$ cat src/rtl/deflect_port_alloc_pkg.sv
// rtl/deflect_port_alloc_pkg.sv - shared port indices, widths and injection FSM encoding
package deflect_port_alloc_pkg;

    localparam int NUM_PORT = 5;
    localparam int NUM_CH   = 4;

    localparam int WEST  = 0;
    localparam int EAST  = 1;
    localparam int SOUTH = 2;
    localparam int NORTH = 3;
    localparam int LOCAL = 4;

    // Ports usable by any requester; Local is only ever taken productively.
    localparam logic [NUM_PORT-1:0] NET_MASK =
        NUM_PORT'((1 << WEST) | (1 << EAST) | (1 << SOUTH) | (1 << NORTH));

    typedef enum logic [1:0] {
        INJ_IDLE    = 2'd0,
        INJ_WAIT    = 2'd1,
        INJ_STARVED = 2'd2
    } injState_t;

endpackage

$ cat src/rtl/deflect_port_alloc_port_pick.sv
// rtl/deflect_port_alloc_port_pick.sv - picks one output port for one requester
//
// Ports:
//   freeMask  ports still unassigned at this point of the chain
//   prodVec   requester's productive vector (bit 4 = Local)
//   port      one-hot chosen port, zero when nothing is free
//   deflect   chosen port is not productive for this requester
module deflect_port_alloc_port_pick
    import deflect_port_alloc_pkg::*;
(
    input  logic [NUM_PORT-1:0] freeMask,
    input  logic [NUM_PORT-1:0] prodVec,
    output logic [NUM_PORT-1:0] port,
    output logic                deflect
);

    localparam logic [NUM_PORT-1:0] LOCAL_BIT = NUM_PORT'(1) << LOCAL;

    logic [NUM_PORT-1:0] prodFree;
    logic [NUM_PORT-1:0] deflFree;

    always_comb begin
        prodFree = freeMask & prodVec;
        // Local is never a deflection target.
        deflFree = freeMask & ~LOCAL_BIT;
        // x & -x isolates the lowest set bit.
        if (|prodFree) begin
            port = prodFree & (~prodFree + NUM_PORT'(1));
        end else begin
            port = deflFree & (~deflFree + NUM_PORT'(1));
        end
        deflect = (|port) && !(|(port & prodVec));
    end

endmodule

$ cat src/rtl/deflect_port_alloc.sv
// rtl/deflect_port_alloc.sv - deflection router output-port allocator with injection starvation tracking
//
// Optional feature macro: DEFLECT_CNT_EN (adds 16-bit saturating deflectCnt output).
//
// Ports:
//   clk, reset           clock, asynchronous active-high reset
//   validIn[3:0]         flit valid per network channel (W, E, S, N)
//   prodVecIn[19:0]      productive vector per channel, channel i at [5i+4:5i]
//   injReq, injProdVec   local injection request and its productive vector
//   allocOut[24:0]       registered one-hot port per requester (4 = injection)
//   allocValid[4:0]      registered grant-valid per requester
//   deflected[4:0]       registered deflection flag per requester
//   injGnt               registered injection grant
//   injStarve            registered starvation flag
//   deflectCnt[15:0]     (DEFLECT_CNT_EN only) saturating deflection count
module deflect_port_alloc
    import deflect_port_alloc_pkg::*;
#(
    parameter int STARVE_LIMIT = 8
) (
    input  logic                       clk,
    input  logic                       reset,
    input  logic [NUM_CH-1:0]          validIn,
    input  logic [NUM_CH*NUM_PORT-1:0] prodVecIn,
    input  logic                       injReq,
    input  logic [NUM_PORT-1:0]        injProdVec,
    output logic [5*NUM_PORT-1:0]      allocOut,
    output logic [4:0]                 allocValid,
    output logic [4:0]                 deflected,
    output logic                       injGnt,
`ifdef DEFLECT_CNT_EN
    output logic                       injStarve,
    output logic [15:0]                deflectCnt
`else
    output logic                       injStarve
`endif
);

    localparam logic [3:0] LIMIT = 4'(STARVE_LIMIT);

    logic [1:0]                     ptr;
    injState_t                      injState;
    logic [3:0]                     denyCnt;
    logic [3:0]                     denyCntNext;

    // Slot j of the service chain is channel ptr+j; slot 4 is injection.
    logic [NUM_CH-1:0]              slotValid;
    logic [NUM_CH-1:0][NUM_PORT-1:0] slotProd;
    logic [4:0][NUM_PORT-1:0]       slotPort;
    logic [4:0]                     slotDefl;
    logic [4:0][NUM_PORT-1:0]       freeChain;

    logic [5*NUM_PORT-1:0]          allocNext;
    logic [4:0]                     validNext;
    logic [4:0]                     deflNext;
    logic                           injGntNext;
    logic                           injDenied;

    assign freeChain[0] = '1;

    for (genvar j = 0; j < NUM_CH; j++) begin : g_slot
        logic [1:0] ch;
        assign ch           = ptr + 2'(j);
        assign slotValid[j] = validIn[ch];
        assign slotProd[j]  = prodVecIn[ch*NUM_PORT +: NUM_PORT];

        deflect_port_alloc_port_pick u_pick (
            .freeMask (freeChain[j]),
            .prodVec  (slotProd[j]),
            .port     (slotPort[j]),
            .deflect  (slotDefl[j])
        );

        assign freeChain[j+1] = freeChain[j] & ~(slotValid[j] ? slotPort[j] : '0);
    end

    // Injection only competes for whatever of ports 0..3 the network left,
    // so its Local bit never matters.
    deflect_port_alloc_port_pick u_pickInj (
        .freeMask (freeChain[4] & NET_MASK),
        .prodVec  (injProdVec),
        .port     (slotPort[4]),
        .deflect  (slotDefl[4])
    );

    // Map slot results back to channel order.
    for (genvar c = 0; c < NUM_CH; c++) begin : g_chan
        logic [1:0] slot;
        assign slot                         = 2'(c) - ptr;
        assign allocNext[c*NUM_PORT +: NUM_PORT] = validIn[c] ? slotPort[slot] : '0;
        assign validNext[c]                 = validIn[c];
        assign deflNext[c]                  = validIn[c] & slotDefl[slot];
    end

    assign injGntNext = injReq & (|slotPort[4]);
    assign injDenied  = injReq & ~injGntNext;
    assign allocNext[4*NUM_PORT +: NUM_PORT] = injGntNext ? slotPort[4] : '0;
    assign validNext[4] = injGntNext;
    assign deflNext[4]  = injGntNext & slotDefl[4];

    always_comb begin
        denyCntNext = denyCnt;
        if (!injDenied) begin
            denyCntNext = 4'd0;
        end else if (denyCnt < LIMIT) begin
            denyCntNext = denyCnt + 4'd1;
        end
    end

`ifdef DEFLECT_CNT_EN
    logic [2:0]  deflSum;
    logic [16:0] cntSum;

    always_comb begin
        deflSum = 3'd0;
        for (int r = 0; r < 5; r++) begin
            deflSum = deflSum + 3'(deflNext[r]);
        end
        cntSum = {1'b0, deflectCnt} + 17'(deflSum);
    end

    always_ff @(posedge clk or posedge reset) begin
        if (reset) begin
            deflectCnt <= 16'd0;
        end else begin
            deflectCnt <= cntSum[16] ? 16'hFFFF : cntSum[15:0];
        end
    end
`endif

    always_ff @(posedge clk or posedge reset) begin
        if (reset) begin
            ptr        <= 2'd0;
            allocOut   <= '0;
            allocValid <= '0;
            deflected  <= '0;
            injGnt     <= 1'b0;
            injState   <= INJ_IDLE;
            injStarve  <= 1'b0;
            denyCnt    <= 4'd0;
        end else begin
            allocOut   <= allocNext;
            allocValid <= validNext;
            deflected  <= deflNext;
            injGnt     <= injGntNext;
            denyCnt    <= denyCntNext;
            if (|validIn) begin
                ptr <= ptr + 2'd1;
            end

            // A grant or a dropped request always wins over reaching the limit.
            case (injState)
                INJ_IDLE: begin
                    if (injDenied) begin
                        injState  <= (denyCntNext == LIMIT) ? INJ_STARVED : INJ_WAIT;
                        injStarve <= (denyCntNext == LIMIT);
                    end
                end
                INJ_WAIT: begin
                    if (!injDenied) begin
                        injState  <= INJ_IDLE;
                        injStarve <= 1'b0;
                    end else if (denyCntNext == LIMIT) begin
                        injState  <= INJ_STARVED;
                        injStarve <= 1'b1;
                    end
                end
                INJ_STARVED: begin
                    if (!injDenied) begin
                        injState  <= INJ_IDLE;
                        injStarve <= 1'b0;
                    end
                end
                default: begin
                    injState  <= INJ_IDLE;
                    injStarve <= 1'b0;
                end
            endcase
        end
    end

endmodule

$ cat config.mk
export PLATFORM = sky130hd
export DESIGN_NAME = deflect_port_alloc
export DESIGN_NICKNAME = d
export VERILOG_FILES = /design/src/rtl/deflect_port_alloc_pkg.sv /design/src/rtl/deflect_port_alloc_port_pick.sv /design/src/rtl/deflect_port_alloc.sv
export SDC_FILE = /design/constraint.sdc
export NUM_CORES = 1
export LEC_CHECK = 0
export CORE_MARGIN = 10
export CORE_UTILIZATION = 53
export DETAILED_ROUTE_END_ITERATION = 10
export PLACE_DENSITY = 0.92
export SLEW_MARGIN = 10
export SYNTH_ARGS = -nofsm -noshare
export SYNTH_HDL_FRONTEND = slang
export SYNTH_SLANG_ARGS = --single-unit
$ cat constraint.sdc
create_clock -name clk -period 5.5 [get_ports clk]
set_input_delay 1.1 -clock clk [delete_from_list [all_inputs] [get_ports clk]]
set_output_delay 1.1 -clock clk [all_outputs]
set_load 0.03 [all_outputs]
# Word level (Yosys, flattened, before mapping)
# Index checks and enable logic that the tools add are counted.
# W data, S select, Z words.
[classes]
addsub = 17
mul = 4
magnitude_cmp = 9
eq_ne = 6
n_shift = 4
muxes = 51
n_bitwise = 42
n_reduce_logical = 28
[ops]
columns = ["operator", "n"]
rows = [
  ["$mux W5", 17],
  ["$shiftx A20 B6 Y5", 4],
  ["$and A5 B5 Y5", 15],
  ["$reduce_or A5 Y1", 15],
  ["$add A5 B1 Y5 const B", 9],
  ["$bmux W5 S2", 4],
  ["$not A5 Y5", 8],
  ["$and A4 B5 Y5", 5],
  ["$mul A2 B3 Y5 const B", 4],
  ["$not A4 Y5", 4],
  ["$bmux W1 S2", 8],
  ["$lt A2 B4 Y1 const B", 4],
  ["$lt A2 B3 Y1 const B", 4],
  ["$mux W1", 12],
  ["$mux W4", 3],
  ["$mux W2", 5],
  ["$and A1 B1 Y1", 7],
  ["$pmux W2 S3", 1],
  ["$logic_and A1 B1 Y1", 5],
  ["$logic_not A1 Y1", 5],
  ["$add A2 B2 Y2 const B", 2],
  ["$add A4 B1 Y4 const B", 1],
  ["$and A4 B4 Y4", 1],
  ["$eq A4 B4 Y1 const B", 1],
  ["other kinds (14)", 17],
]
[word_totals]
register_bits = 45
in_bits = 32
output_inout_bits = 37
elab_cells = 169

# Longest topological paths before layout
# Gate-level depths: netlist of the first run.
[logic_depth]
depth_word = 46
mapped_depth = 15
mapped_depth_nobuf = 11

# Hierarchy
# A second synthesis of the first run with hierarchy kept.
[unflattened]
cells_unflattened = 292
hier_area_um2 = 3455.8
[modules_own_cells]
columns = ["mod", "n_inst", "cells_per_inst", "area_per_inst_um2", "seq_area_each_um2"]
rows = [
  ["deflect_port_alloc", 1, 187, 2811.4, 1076.0],
  ["deflect_port_alloc_port_pick", 5, 21, 128.9, 0.0],
]

# Worst setup path before layout of the first run
# OpenSTA, ideal clock, no wires.
[synth_timing]
kind = "input to register"
from = "input prodVecIn[16]"
to = "register injStarve"
setup_ns = 0.107
arrival_time_ns = 5.294
t_required_ns = 5.393
slack_ns = 0.099
stages = 12
n_path_buf = 1
path_cell_list = "mux4_2 -> or4_4 -> a221o_1 -> or4b_4 -> o211a_1 -> o311a_1 -> a21o_1 -> o32ai_2 -> a21boi_1 -> or4_1 -> buf_2 -> a2111oi_4"
[synth_between]
elab_chain_cells = 44
elab_cells_between_ends = 69
classes_between = "9 x add/sub; 4 x eq/ne; 4 x shift; 13 x mux; 32 x bitwise; 7 x reduce/logical"
[synth_rtl]
columns = ["element", "line_no", "text"]
rows = [
  ["from (decl)", "deflect_port_alloc.sv:24", "input logic [NUM_CH*NUM_PORT-1:0] prodVecIn,"],
  ["$shiftx A20 B6 Y5", "deflect_port_alloc.sv:65", "assign slotProd[j] = prodVecIn[ch*NUM_PORT +: NUM_PORT];"],
  ["$not A5 Y5", "deflect_port_alloc_port_pick.sv:28", "port = prodFree & (~prodFree + NUM_PORT'(1));"],
  ["$add A5 B1 Y5", "deflect_port_alloc_port_pick.sv:28", ""],
  ["$and A5 B5 Y5", "deflect_port_alloc_port_pick.sv:28", ""],
  ["$mux W5", "deflect_port_alloc_port_pick.sv:27", "if (|prodFree) begin"],
  ["$mux W5", "deflect_port_alloc.sv:74", "assign freeChain[j+1] = freeChain[j] & ~(slotValid[j] ? slotPort[j] : '0);"],
  ["$not A5 Y5", "deflect_port_alloc.sv:74", ""],
  ["$and A5 B5 Y5", "deflect_port_alloc_port_pick.sv:23", "prodFree = freeMask & prodVec;"],
  ["[28 not listed]", "--", ""],
  ["$reduce_or A5 Y1 *", "deflect_port_alloc.sv:95", "assign injGntNext = injReq & (|slotPort[4]);"],
  ["$and A1 B1 Y1 *", "deflect_port_alloc.sv:95", ""],
  ["$not A1 Y1 *", "deflect_port_alloc.sv:96", "assign injDenied = injReq & ~injGntNext;"],
  ["$and A1 B1 Y1 *", "deflect_port_alloc.sv:96", ""],
  ["$mux W4", "deflect_port_alloc.sv:103", "if (!injDenied) begin"],
  ["$eq A4 B4 Y1", "deflect_port_alloc.sv:156, deflect_port_alloc.sv:163", ""],
  ["$ne A3 B3 Y1 (no source line) / $mux W1 (equally long branches)", "--", ""],
  ["$reduce_and A3 Y1 (no source line) / $pmux W1 S3 (equally long branches)", "--", ""],
  ["to (signal assigned)", "deflect_port_alloc.sv:156", "injStarve <= (denyCntNext == LIMIT);"],
  ["to (decl)", "deflect_port_alloc.sv:35", "output logic injStarve"],
]
# Mark *: on every way between the ends. The rest lies on a longest branch, timed or not. The select of a mux whose other input is x is not followed.
# A chain may end at the register's enable or synchronous reset.

# Worst setup path after layout of the first run
[layout_timing]
from = "input prodVecIn[16]"
to = "register denyCnt[2]"
[layout_between]
elab_chain_cells = 41
elab_cells_between_ends = 61
classes_between = "9 x add/sub; 4 x shift; 10 x mux; 32 x bitwise; 6 x reduce/logical"
[layout_rtl]
columns = ["element", "line_no", "text"]
rows = [
  ["$shiftx A20 B6 Y5", "deflect_port_alloc.sv:65", ""],
  ["$not A5 Y5", "deflect_port_alloc_port_pick.sv:28", ""],
  ["$add A5 B1 Y5", "deflect_port_alloc_port_pick.sv:28", ""],
  ["$and A5 B5 Y5", "deflect_port_alloc_port_pick.sv:28", ""],
  ["$mux W5", "deflect_port_alloc_port_pick.sv:27", ""],
  ["$mux W5", "deflect_port_alloc.sv:74", ""],
  ["$not A5 Y5", "deflect_port_alloc.sv:74", ""],
  ["$and A5 B5 Y5", "deflect_port_alloc_port_pick.sv:23", ""],
  ["[26 not listed]", "--", ""],
  ["$and A5 B5 Y5", "deflect_port_alloc_port_pick.sv:28", ""],
  ["$mux W5 *", "deflect_port_alloc_port_pick.sv:27", ""],
  ["$reduce_or A5 Y1 *", "deflect_port_alloc.sv:95", ""],
  ["$and A1 B1 Y1 *", "deflect_port_alloc.sv:95", ""],
  ["$not A1 Y1 *", "deflect_port_alloc.sv:96", ""],
  ["$and A1 B1 Y1 *", "deflect_port_alloc.sv:96", ""],
  ["$mux W4 *", "deflect_port_alloc.sv:103", ""],
  ["named net denyCntNext[2]", "deflect_port_alloc.sv:44", "logic [3:0] denyCntNext;"],
  ["to (signal assigned)", "deflect_port_alloc.sv:146", "denyCnt <= denyCntNext;"],
  ["to (decl)", "deflect_port_alloc.sv:43", "logic [3:0] denyCnt;"],
]
# Mark *: on every way through the listed nets, which the timed path passes. The rest lies on a longest branch.

==> metrics.md, run 1 <==
| Metric | Value |
|---|---|
| Overall global routing resource usage | 22.4% |
| Final Setup Violations | 8 |
| Max Slew Vio Count | 0 |
| Max_slew headroom | 52.3% |
| Row count | 29 |
| Fin cells | 588 |
| DR vias | 4156 |
| Largest stage delay on the critical path | 0.60 ns |
| Crit path DAT | 5.84 ns |
| Area Growth Syn to Fin | 48.7% |
| CP Cell Sequence | clkdlybuf4s50_1, mux4_2, or4_4, a221o_1, buf_4, o311ai_0, nand4_1, o311a_4, a2111oi_4, a21oi_2, o21a_1, or4_4, buf_6, nor3_2 |
| Initial core utilization | 54.2% |
| Tcrit/Tclk final | 102% |
| DRT Pass-1 Iters | 11 |
| I/O Pins | 69 |
| Area after DPL | 4720 sq um |
| # diodes | 0 |
| Most used DFF post-synth | dfrtp_1 |
| Critical path class | primary input to register |
| Global-route wire length before repair | 18.8 mm |
| Setup crit start | prodVecIn[16] |
| Worst path bufs/invs | 3 |
| CTS Buf Count | 5 |
| Seq/Total Area, Yosys | 30.7% |
| Req. time, crit path | 5.72 ns |
| Post-route minimum period | 5.62 ns |
| CP Max Fanout | 5 |
| # Max-Cap Violations | 0 |
| Initial antenna violation count | 0 |
| Number of synthesized flops with an enable pin | 0 |
| Status | finished with violations |
| Clock Path Buffers | 2 |
| Die Ht | 100 um |
| Routability cong. | 1.08 |
| Clock skew | 0.00406 ns |
| Setup ws final | -0.116 ns |
| Routed wire length | 13.6 mm |
| H-Tree Depth | 2 |
| Pre-CTS setup slack | -0.681 ns |
| CTS sink cnt | 42 |
| Die Area | 10100 sq um |
| Nets | 543 |
| Origin of the critical flop-to-flop path | ptr[1]$_DFFE_PP0P_ |
| Leak Pwr | 2.39 nW |
| Vias in the first global route | 3813 |
| YS warnings | 0 |
| Worst path most repeated cell | or4_4 |
| Routed Antenna Nets | 0 |
| Worst hold-check path type | register to register |
| Crit. End Element | register |
| Synth async-reset ratio | 100% |
| CTS tree | built |
| Final Cell Area | 5090 sq um |
| Syn avg cell area | 9.40 sq um |
| Clk pin slew, worst setup/hold paths | 0.08 ns |
| Initial detailed-routing violation count | 565 |
| Failing checks | design-rule violations, negative setup slack |
| Core box area | 6310 sq um |
| Largest net degree at the start of global routing | 46 |
| Die X | 100 um |
| Worst Setup Start Kind | primary input |
| Syn Std Cell Area | 3420 sq um |
| Syn nets | 397 |
| Synth Register Bits | 42 |
| WL per Instance | 23.0 um |
| Vias per cell | 7.07 |
| Layout cells sized above 1 | 30.3% |
| Final Util | 80.6% |
| Worst path slowest cell | or4_4 |
| Hold Crit Start | injState[0]$_DFFE_PP0P_ |
| Slew @ Worst Pin | 0.707 ns |
| Final hold vios | 0 |
| I/O Buffers | 66 |
| VDD IR max | 454 uV |
| Gate Count Post-Synth | 364 |
| P per Cell Area | 767 nW/um^2 |
| GRT overflow | 0 |
| Placed insts | 571 |
| Max Clk Rate | 178 MHz |
| DRC viols | 3 |
| Root Driver | clkbuf_8 |
| Synth cell types | 67 |
| Dpl hpwl | 8.60 mm |
| Crit path max-delay family | compound AO/OA/AOI/OAI gates |
| Clk Latency, worst-skew pair | 0.30 ns |
==> repair_timing <==
| action | 4_1_cts | 5_1_grt |
|---|---|---|
| endpoints found under the setup margin | 10 | 10 |
| pin swaps | 1 | 17 |
| buffers inserted | 1 | 8 |
| resized for setup | 6 | 30 |
| hold buffers | 0 | 0 |
| cloned | 0 | 0 |
==> placed cells by master (no fill, tap or decap), types with 3 or more instances in the layout <==
cell type and n:
buf_4 92, a211oi_1 6, and2_1 4, nand2_1 40, xor2_1 3, dlymetal6s2s_1 9
nor2_1 30, a221oi_1 4, o311a_1 3, a31oi_1 8, nor2b_1 3, nor3_2 3
dfrtp_1 41, o211ai_1 8, nand3b_1 3, inv_1 7, mux4_2 17, mux2_2 7
mux2i_1 14, and3_1 4, o21a_1 4, a21o_1 3, a21oi_1 12, nand2b_1 3
a22oi_1 3, nor3_1 12, a21boi_0 3, clkdlybuf4s50_1 57, xnor2_1 3, o211a_1 17
a31o_2 3, nor4_1 3, buf_6 3, clkbuf_8 6, nand3_1 8, o21ai_0 12
==> final cells by class <==
cell class | instances | area (sq um)
timing repair buffer | 161 | 1410
clock inverter | 2 | 60.1
clock buffer | 6 | 82.6
inverter | 8 | 30.0
fill | 341 | 1220
multi-input combinational | 292 | 2360
sequential | 42 | 1050
tap | 77 | 96.3
==> worst reg2reg max path: stages, from the launching register on <==
cell and delay (ns):
dfrtp_1 0.67, buf_4 0.29, mux4_2 0.57, buf_4 0.19, or4b_1 0.56, o21ai_0 0.34, a31oi_1 0.16, a211oi_2 0.37
buf_4 0.20, a211oi_1 0.10, nor3_1 0.41, nand3b_1 0.15, o21a_1 0.24, or4_4 0.60, buf_6 0.17, nor3_2 0.10
==> report_power, final <==
part	total (W)	internal [W]	switching, W
Combinational	0.00314	0.00136	0.00178
Sequential	0.000465	0.000398	0.0000678
Clock	0.000300	0.000194	0.000106
==> through the flow <==
step | TNS [ns] | hold WS (ns) | power [W]
2_1_floorplan | 0 | 0.469 | 0.00208
3_3_place_gp | -2.38 | 0.472 | 0.00299
3_5_place_dp | -6.73 | 0.484 | 0.00312
4_1_cts | 0 | 0.510 | 0.00351
5_1_grt | -1.16 | 0.506 | 0.00404
6_report | -0.716 | 0.505 | 0.00391
==> kinds of logic after synthesis <==
| group | after synthesis | share of synthesized area, % |
|---|---|---|
| AO/OA/AOI/OAI | 116 | 26.8 |
| XOR/XNOR | 6 | 1.54 |
| adder cells (fa/ha/maj) | 1 | 0.366 |
| buffers and inverters | 30 | 3.84 |
| flip-flops | 42 | 30.7 |
| multiplexers | 38 | 17.6 |
| other | 1 | 0.110 |
| AND/OR/NAND/NOR | 130 | 19.0 |
==> final timing paths <==
| path | endpoint | slack, ns | cells past startpoint |
|---|---|---|---|
| min reg2reg | injStarve$_DFFE_PP0P_ | 0.50 | 1 |
| min in group asynchronous | allocOut[1]$_DFF_PP0_ | 1.23 | 3 |
| min | injStarve$_DFFE_PP0P_ | 0.50 | 1 |
| max in group asynchronous | ptr[0]$_DFFE_PP0P_ | 3.89 | 3 |
| max | denyCnt[2]$_DFF_PP0_ | -0.12 | 14 |
| max reg2reg | denyCnt[2]$_DFF_PP0_ | 0.31 | 15 |
==> state kept, by name (all words and copies together) (netlist names) <==
| signal | flops |
|---|---|
| allocOut | 24 |
| allocValid | 5 |
| deflected | 5 |
| denyCnt | 4 |
| injStarve | 1 |
| injState | 1 |
| ptr | 2 |
==> routing by layer <==
layer / vias to the layer above / wire (um) / track usage, %
li1: 1709 / - / -
met1: 1918 / 4640 / 25.2
met2: 390 / 6380 / 39.5
met3: 139 / 1520 / 4.26
met4: 0 / 1000 / 10.8
met5: - / 0 / 0
==> synth_stat cells (all sizes together), types with 6 or more instances <==
cell	instances	area, sq um
nor2	30	113
clkbuf	14	52.6
nor3	16	80.1
o21ai	15	75.1
o211a	17	170
inv	7	26.3
a31oi	8	50.1
dfrtp	42	1050
mux2i	14	140
a211oi	8	65.1
o211ai	9	72.6
buf	8	48.8
mux4	17	383
nand3	8	40.0
a21oi	13	65.1
nand2	41	154
a21boi	6	45.0
mux2	7	78.8
Note: power is estimated with default switching activity, not from simulation.
==> inputs of run 2 (changes only) <==
--- a/config.mk
+++ b/config.mk
@@ -8,7 +8,7 @@
 export CORE_MARGIN = 10
 export CORE_UTILIZATION = 53
 export DETAILED_ROUTE_END_ITERATION = 10
-export PLACE_DENSITY = 0.92
+export PLACE_DENSITY = 0.79
 export SLEW_MARGIN = 10
 export SYNTH_ARGS = -nofsm -noshare
 export SYNTH_HDL_FRONTEND = slang
==> constraint.sdc (replaced) <==
create_clock -name clk -period 5.24 [get_ports clk]
set_input_delay 1.048 -clock clk [delete_from_list [all_inputs] [get_ports clk]]
set_output_delay 1.048 -clock clk [all_outputs]
set_load 0.03 [all_outputs]
==> run 2 against run 1 <==
Against the previous run: the flow now finishes without violations; via count is 10% lower; hold slack worse by 0.017 ns; combinational power is 3% higher; count of clock-buffer cells in the layout is 1 lower; utilization is 0.77 points higher; largest power group unchanged.
==> metrics.md, run 2 (synthesis results as in run 1) <==
| Metric | Value |
|---|---|
| Status | finished, final reports clean |
| Area after DPL | 4840 sq um (+2.4%) |
| Nets | 551 (+1.5%) |
| Initial antenna violation count | 0 (unchanged) |
| # hold bufs at CTS | 0 (unchanged) |
| Tcrit/Tclk final | 98.6% |
| # Max-Cap Violations | 0 (unchanged) |
| CTS tree | built |
| DRC viols | 0 (-3) |
| Logic pwr share | 80.7% (+0.3 points) |
| Slew @ Worst Pin | 0.721 ns (+0.0138 ns) |
| DRT Pass-1 Iters | 5 (-6) |
| CTS sink cnt | 42 (unchanged) |
| Clk Latency, worst-skew pair | 0.30 ns (about the same) |
| GRT overflow | 0 (unchanged) |
| Most common cell after layout, fill and taps aside | buf_4 |
| Max FFs per register | 24 (unchanged) |
| Overall global routing resource usage | 22.3% (-0.11 points) |
| Global-route wire length before repair | 18.2 mm (-3.2%) |
| Max Clk Rate | 194 MHz |
| VDD IR max | 733 uV (+62%) |
| CTS Buf Count | 5 (unchanged) |
| P per Cell Area | 782 nW/um^2 (+1.9%) |
| H-Tree Depth | 2 (unchanged) |
| Worst Setup Start Kind | primary input |
| Dpl hpwl | 9.19 mm (+6.9%) |
| Setup ws final | 0.0742 ns (+0.190 ns) |
| Clock power share | 7.7% (about the same) |
| Clk pin slew, worst setup/hold paths | 0.08 ns (about the same) |
| DR vias | 3723 (-10%) |
| Register with the most flip-flops | allocOut |
| Origin of the critical flop-to-flop path | ptr[1]$_DFFE_PP0P_ |
| Worst hold-check path type | register to register |
| Area Growth Syn to Fin | 50.2% |
| I/O Pins | 69 (unchanged) |
| Power Internal | 0.00210 W (+7.7%) |
| Final Cell Area | 5140 sq um (+0.96%) |
| Die X | 100 um (unchanged) |
| Vias per cell | 6.25 (-12%) |
| Setup crit start | prodVecIn[13] |
| Initial core utilization | 54.2% (unchanged) |
| Layout cells sized above 1 | 32.2% (+1.8 points) |
| Hold Crit Start | injState[0]$_DFFE_PP0P_ |
| Sequential Power Share | 11.5% (-0.4 points) |
| Clock skew | 0.00470 ns (+0.000641 ns) |
| Regs by FF count | allocOut x24, allocValid x5, deflected x5 |
| Routability cong. | 0.920 (-15%) |
| Req. time, crit path | 5.44 ns (-0.28 ns) |
| Routed wire length | 11.4 mm (-16%) |
| Final Setup Violations | 0 (-8) |
| Post-route minimum period | 5.17 ns |
| R2R setup slack | 0.37 ns (+0.06 ns) |
| Row count | 29 (unchanged) |
| # diodes | 0 (unchanged) |
| Vias in the first global route | 3624 (-5.0%) |
| WHS Path Cells | 1 (unchanged) |
| Crit path DAT | 5.37 ns (-0.47 ns) |
| Core box area | 6310 sq um (unchanged) |
| Max Slew Vio Count | 0 (unchanged) |
| Critical path class | primary input to register |
| NetSw | 0.00191 W (-1.9%) |
| Largest net degree at the start of global routing | 49 (+6.5%) |
| CP Max Fanout | 8 (+3) |
| Die Area | 10100 sq um (unchanged) |
| Crit. End Element | register |
| Switching portion of total power | 47.6% (-2.3 points) |
| Worst R2R End | injStarve$_DFFE_PP0P_ |
| Clock Path Buffers | 2 (unchanged) |
| Worst Reg-to-Reg Cells | 14 (-1) |
| Leak Pwr | 2.36 nW (-1.3%) |
| Routed Antenna Nets | 0 (unchanged) |
| Root Driver | clkbuf_8 |
| Commonest cells after routing, fill and taps aside | buf_4 (100), clkdlybuf4s50_1 (50), nand2_1 (41), dfrtp_1 (41), nor2_1 (30) |
| Die Ht | 100 um (unchanged) |
| Final hold vios | 0 (unchanged) |
| Pre-CTS setup slack | -0.465 ns (+0.216 ns) |
| WL per Instance | 19.1 um (-17%) |
| Initial detailed-routing violation count | 301 (-47%) |
| Worst Hold End | injStarve$_DFFE_PP0P_ |
| I/O Buffers | 66 (unchanged) |
| Max_slew headroom | 51.5% (-0.86 points) |
==> run 2: timing repair <==
item	4_1_cts	5_1_grt
cloned	0	0
endpoints found under the setup margin	10	12
pin swaps	12	17
setup buffers	7	3
gates resized for setup	31	12
==> run 2: stage by stage <==
| step | util (%) | cells | hold slack (ns) | power (W) | TNS, ns |
|---|---|---|---|---|---|
| final | 81.4 | 596 | 0.488 | 0.00402 | 0 |
| after global routing | 81.4 | 596 | 0.518 | 0.00427 | -0.0245 |
| after CTS | 80.3 | 593 | 0.499 | 0.00390 | 0 |
| after detailed placement | 76.7 | 578 | 0.487 | 0.00344 | -5.59 |
| after global placement | 76.7 | 578 | 0.464 | 0.00337 | -4.47 |
| after floorplan | - | 364 | 0.459 | 0.00228 | 0 |
==> run 2: final cells by class <==
cell class | count | area [sq um]
Clock buffer | 5 | 68.8
Clock inverter | 3 | 68.8
Fill cell | 419 | 1170
Inverter | 8 | 30.0
Multi-Input combinational cell | 292 | 2390
Sequential cell | 42 | 1050
Tap cell | 77 | 96.3
Timing Repair Buffer | 169 | 1430
==> run 2: critical path, stage by stage <==
cell           delay (ns)
dlygate4sd2_1        0.24
mux4_2               0.48
or4_4                0.56
a221o_1              0.37
or4b_4               0.56
buf_6                0.14
o21ai_4              0.20
buf_6                0.14
nor3_2               0.05
a2111oi_4            0.36
a21oi_2              0.12
o21a_1               0.22
or4_1                0.53
buf_6                0.16
a2111oi_4            0.19
==> run 2: worst max-delay path by stage <==
stage,end,slack [ns]
6_report,injStarve$_DFFE_PP0P_,0.07
5_1_grt,injStarve$_DFFE_PP0P_,-0.02
4_1_cts,injStarve$_DFFE_PP0P_,0.005
3_5_place_dp,injStarve$_DFFE_PP0P_,-0.46
3_3_place_gp,deflected[4]$_DFF_PP0_,-0.42
2_1_floorplan,deflected[4]$_DFF_PP0_,0.08
==> run 2: per-layer routing <==
layer  track usage, %  vias up  wire length (um)
met5                0        -                 0
met4             8.15        0               320
met3             3.78       25               705
met2             39.1      153              5830
met1             26.5     1814              4520
li1                 -     1731                 -
==> run 2: power by group through the flow <==
stage          registers [W]  clock network, W  logic, W
6_report            0.000464          0.000311   0.00324
4_1_cts             0.000467          0.000315   0.00312
3_5_place_dp        0.000474                 0   0.00297
3_3_place_gp        0.000466                 0   0.00291
5_1_grt             0.000475          0.000325   0.00347
2_1_floorplan       0.000620                 0   0.00166
